==> src/rtl/reg_file_64.sv <==
// 32 x 64-bit register file, one write port and two combinational read ports; x0 reads zero.
// Optional macro REGFILE_BYPASS_EN forwards same-cycle write data to a matching read port.
module reg_file_64 (
  input  logic        clk,
  input  logic        reset,
  input  logic        wr_en,
  input  logic [4:0]  wr_idx,
  input  logic [63:0] wr_data,
  input  logic [4:0]  rd1_idx,
  input  logic [4:0]  rd2_idx,
  output logic [63:0] rd1_data,
  output logic [63:0] rd2_data
);

  logic [63:0] regs_q [32];
  logic        wr_go;

  // An unknown wr_en never satisfies the condition, so state is left untouched.
  assign wr_go = wr_en && (wr_idx != 5'd0);

  always_ff @(posedge clk or posedge reset) begin
    if (reset) begin
      for (int i = 0; i < 32; i++) begin
        regs_q[i] <= '0;
      end
    end else if (wr_go) begin
      regs_q[wr_idx] <= wr_data;
    end
  end

  always_comb begin
    rd1_data = '0;
    rd2_data = '0;
    if (!reset && (rd1_idx != 5'd0)) begin
      rd1_data = regs_q[rd1_idx];
    end
    if (!reset && (rd2_idx != 5'd0)) begin
      rd2_data = regs_q[rd2_idx];
    end
`ifdef REGFILE_BYPASS_EN
    // wr_go already excludes index 0, so x0 is never forwarded.
    if (!reset && wr_go && (rd1_idx == wr_idx)) begin
      rd1_data = wr_data;
    end
    if (!reset && wr_go && (rd2_idx == wr_idx)) begin
      rd2_data = wr_data;
    end
`endif
  end

endmodule

==> config.mk <==
export PLATFORM = sky130hd
export DESIGN_NAME = reg_file_64
export DESIGN_NICKNAME = d
export VERILOG_FILES = /design/src/rtl/reg_file_64.sv
export SDC_FILE = /design/constraint.sdc
export NUM_CORES = 2
export LEC_CHECK = 0
export BUFFER_PORTS_ARGS = -buffer_cell sky130_fd_sc_hd__clkbuf_2
export CAP_MARGIN = 0
export CORE_ASPECT_RATIO = 1.5
export CORE_MARGIN = 3
export CORE_UTILIZATION = 60
export CTS_BUF_LIST = sky130_fd_sc_hd__clkbuf_2
export DETAILED_ROUTE_END_ITERATION = 7
export PLACE_DENSITY = 0.77
export SLEW_MARGIN = 20
export SYNTH_ARGS = -nofsm -noshare
export SYNTH_HDL_FRONTEND = slang
export SYNTH_SLANG_ARGS = --single-unit
==> constraint.sdc <==
create_clock -name clk -period 78.1 [get_ports clk]
set_input_delay 7.81 -clock clk [delete_from_list [all_inputs] [get_ports clk]]
set_output_delay 7.81 -clock clk [all_outputs]
set_load 0.02 [all_outputs]
## Yosys cells after proc, flatten, opt, wreduce, memory -nomap -nowiden

Index checks and enable logic that the tools add are counted.
W data, S select, Z words.

| word-level totals | value |
|---|---|
| register bits | 2048 |
| input bits | 82 |
| logic and storage cells | 58 |

| cells by class | value |
|---|---|
| $lt $le $gt $ge | 4 |
| muxes and demuxes | 11 |
| bitwise gates (word level) | 3 |
| reductions and logical operators | 8 |

Operators by type and width:

| kind | number |
|---|---|
| $bwmux W2048 | 1 |
| $bmux W64 S5 | 2 |
| $mux W64 | 7 |
| $demux W64 S5 | 1 |
| $ge A6 B6 Y1 const B | 3 |
| $not A5 Y6 | 3 |
| $reduce_bool A5 Y1 | 3 |
| $lt A6 B1 Y1 const B | 1 |
| $logic_and A1 B1 Y1 | 4 |
| $logic_not A1 Y1 | 1 |

## Depth between registers and ports, before layout

| logic depth | value |
|---|---|
| depth in word-level cells | 6 |
| depth in mapped cells | 9 |

## Worst setup path after synthesis

No wires, ideal clock.

| timing path | value |
|---|---|
| path type | input-to-output |
| start point | input rd2_idx[2] |
| end point | output rd2_data[17] |
| arrival time | 9.446 ns |
| data required time | 70.290 ns |
| path slack | 60.844 ns |
| cell stages on the path | 6 |
| buffers on the path | 3 |
| cell sequence | buf_2 -> buf_1 -> clkbuf_1 -> mux4_2 -> a222oi_1 -> nand2_1 |

| on the way | value |
|---|---|
| word-level cells in the longest chain between the ends | 5 |
| elaborated cells between the ends (all ways) | 7 |
| those cells by class | mux (4); bitwise (1); reduce/logical (2) |

RTL lines:

| item | RTL line | RTL |
|---|---|---|
| start: declaration | 10 | `input logic [4:0] rd2_idx,` |
| $not A5 Y6 (implied by the code) | 38 | `rd2_data = regs_q[rd2_idx];` |
| $bmux W64 S5 | 38 |  |
| $mux W64 (implied by the code) (2 in a row) | 38 |  |
| $mux W64 * | 37 | `if (!reset && (rd2_idx != 5'd0)) begin` |
| end: declaration | 12 | `output logic [63:0] rd2_data` |

Every way passes the cells marked *; elsewhere a longest branch is shown, timed or not. The select of a mux whose other input is x is not followed.

## Worst setup path after layout

| timing path | value |
|---|---|
| start point | input rd1_idx[2] |
| end point | output rd1_data[47] |

| on the way | value |
|---|---|
| word-level cells in the longest chain between the ends | 5 |
| elaborated cells between the ends (all ways) | 7 |
| those cells by class | mux (4); bitwise (1); reduce/logical (2) |

RTL lines:

| item | RTL line | RTL |
|---|---|---|
| start: declaration | 9 | `input logic [4:0] rd1_idx,` |
| $not A5 Y6 (implied by the code) | 35 | `rd1_data = regs_q[rd1_idx];` |
| $bmux W64 S5 | 35 |  |
| $mux W64 (implied by the code) (2 in a row) | 35 |  |
| $mux W64 * | 34 | `if (!reset && (rd1_idx != 5'd0)) begin` |
| end: declaration | 11 | `output logic [63:0] rd1_data,` |

Marks and branches as above.

==> impl_results.md <==
- Status: finished, final reports clean
- DR iter-0 viols: between 6000 and 7000
- Post-synthesis net count: slightly below 7000
- Final Hold Violating Endpoints: 0
- Die ar.: ~0.19 mm²
- Pleak: about 50 nW
- Startpoint Class: input port
- Total grt overflow: 0
- DR vias: a little under 70000
- Final net count: a little under 7000
- WHS Endpoint: regs_q[2006]
- Number of global-route vias before repair: about 73000
- Wire per inst: about 34 µm
- Cts bufs inserted: 488
- Worst Path Max Fanout: between 80 and 90
- Clk slew on worst S/H paths: 110 ps
- Largest Register: regs_q
- Area contributors post-synth: dfrtp_1 (47%), mux4_2 (21%), mux2_2 (20%), mux2i_1 (4.3%), buf_2 (1.4%)
- Starting Density: roughly 60%
- Reg-to-reg endpoint: regs_q[1250]
- Crit path required time: between 70000 and 80000 ps
- DR DRC count: 0
- Hold-fix buffers, CTS: 0
- Post-synth EDFFs: 0
- Most used standard cell by instance count after synthesis: dfrtp_1
- Number of port buffers: 209
- Chip height: ~530 µm
- # resized after CTS: 0
- HPWL Detailed: between 150000 and 200000 µm
- Antenna Nets Post-Route: 0
- Worst IR drop on VDD: approximately 19 µV
- Area occupied by multi-input gates: 0.05349 mm²
- GP Congestion: 0.8306
- Post-synth top cells: dfrtp_1 (2048), mux2_2 (1948), mux4_2 (1021)
- Crit path DAT: roughly 13000 ps
- Post-CTS Setup Inserts: 0
- Reg2Reg Launch Point: regs_q[1250]
- Mapped cell area: 0.1082 mm²
- Yosys reg bits: roughly 2000
- Top-area cell type share of the netlist area: a little under half
- Hold crit path type: flop to flop
- Pin count of the biggest net entering global routing: a little over 200
- Worst-margin pin slew: between 1000 and 1500 ps
- Clock sink count: 2048
- Clock skew: 0 ps
- Num rows: between 150 and 200
- FF-to-FF path depth: 1
- CP endpoint kind: output pin
- Initial antenna violation count: 37
- Die width: ~350 µm
- Final Cycle Share: a little over a quarter
- Yosys top cell by area: dfrtp_1
- Slowest Stage Delay on Critical Path: around 910 ps
- DR vias/cell: 7.130
- Critical path class: input port to output pin
- Final wirelength: between 300000 and 400000 µm
- Sequential cell area: just over 0.05 mm²
- # setup viols final: 0
- Root buffer cell: clkbuf_2
- Post-synth ARST share: 100.0%
- Fin cells: around 9600
- Hold depth: 0
- Fraction of layout cells with a size suffix above 1: approximately 57%
- Post-synthesis sequential area ratio: between 40% and 50%
- Yosys cell types: 50
- Final slew viol count: 0
- Total negative slack: 0 ps
- Synthesis-to-finish area growth: 5.780%
- Most common cell on crit path: buf_4
- Period minus WS final: approximately 21000 ps
- RSZ-0062 raised after global routing: no
- Clock Tree Buf Depth: 4
- Critical-path top delay cell: buf_4
- Critical path, cell by cell: buf_8 -> buf_4 -> buf_4 -> buf_4 -> buf_4 -> mux4_2 -> mux2i_1 -> o22a_1 -> o221ai_1 -> clkbuf_2
- Cell Count Post-Placement: slightly below 9000
- Total track usage: 35.30%
- Worst rel slew slack: under 10%
- IO Count: between 200 and 250
- Biggest registers after layout: regs_q: 2048 flops
- Register-to-Register Setup Slack: ~77000 ps
- Number of max-cap violations: 0
- PD cells: 23.76 mW/mm²
- First-pass GRT wire length: ~480000 µm
- Worst skew pair latency: 1940 ps
- Syn Inst Count: 6708
- Core area: approximately 0.18 mm²
- Max FFs per register: approximately 2000
- Synth Flop Type: dfrtp_1
- # fillers: between 10000 and 15000
- Synthesized area per cell: between 15 and 20 µm²
- Min-delay src: regs_q[2006]
- Drt first pass iters: 8
- Achievable Freq: 0.04775 GHz
- Warnings from Yosys: 0
- CTS tree: done
- H-tree levels: 5
-- critical path: cells and delay by family --
| family | cells | cell delay [ps] |
|---|---|---|
| muxes | 2 | 630 |
| buffers and inverters | 6 | 4130 |
| AOI/OAI and AO/OA | 2 | 430 |
-- area by class of cell --
class | instances | area share, %
Inverter | 1 | 0.009836
Antenna cell | 25 | 0.05464
Timing Repair Buffer | 352 | 2.088
Clock inverter | 194 | 0.8087
Sequential cell | 2048 | 44.76
Tap cell | 2400 | 2.623
Clock buffer | 671 | 2.933
Multi-Input combinational cell | 3867 | 46.72
-- power breakdown --
part           internal, W  switching [W]  total [W]
Combinational     0.000372       0.000242   0.000614
Sequential         0.00126       0.000151    0.00141
Clock             0.000253       0.000442   0.000695
Total              0.00189       0.000835    0.00272
-- layout by cell type (no fill, tap or decap), drive strengths merged, types with 25 or more instances in the layout --
cell type  netlist  layout
mux4          1024    1024
o221ai          91      91
mux2          1984    1984
clkinv           0     187
nand2           36      36
dfrtp         2048    2048
o22a           120     120
diode            0      25
clkbuf         386     874
buf            406     149
mux2i          460     460
-- cells by family (layout without fill, tap and decap cells) --
logic type / count (synthesis) / after routing / share of synthesized area [%]
flops: 2048 / 2048 / 47.35
other cells: 0 / 25 / 0
compound gates: 301 / 301 / 2.427
simple gates: 98 / 98 / 0.5468
buf+inv: 793 / 1218 / 3.459
mux: 3468 / 3468 / 46.22
-- how the worst max path moves through the flow --
| stage | startpoint | end | slack [ps] | cells past startpoint |
|---|---|---|---|---|
| 6_report | rd1_idx[2] | rd1_data[47] | 57160 | 10 |
| 5_1_grt | rd1_idx[0] | rd1_data[49] | 56680 | 10 |
| 4_1_cts | rd1_idx[0] | rd1_data[53] | 57040 | 11 |
| 3_5_place_dp | rd1_idx[0] | rd1_data[53] | 57050 | 11 |
| 3_3_place_gp | rd1_idx[0] | rd1_data[53] | 56730 | 10 |
| 2_1_floorplan | reset | regs_q[0] | 12420 | 2 |
-- per-layer routing --
metal  vias up  routed length (µm)  GRT usage, %
li1      26647                   -             -
met1     36770              117700         43.73
met4        30               18620         18.70
met3      1026               31370         9.856
met2      3675              158300         56.86
met5         -                 216        0.1818
-- metrics by stage --
stage	power, W	util, %	area, µm²	hold WS [ps]	setup WS [ps]
2_1_floorplan	0.001884	-	108200	441.3	12420
3_3_place_gp	0.002000	61.44	110000	376.3	56730
3_5_place_dp	0.002039	61.46	110000	382.0	57050
4_1_cts	0.002726	63.85	114300	404.6	57040
5_1_grt	0.002852	63.93	114400	418.2	56680
6_report	0.002720	63.96	114500	406.4	57160
(Power assumes the default switching activity.)
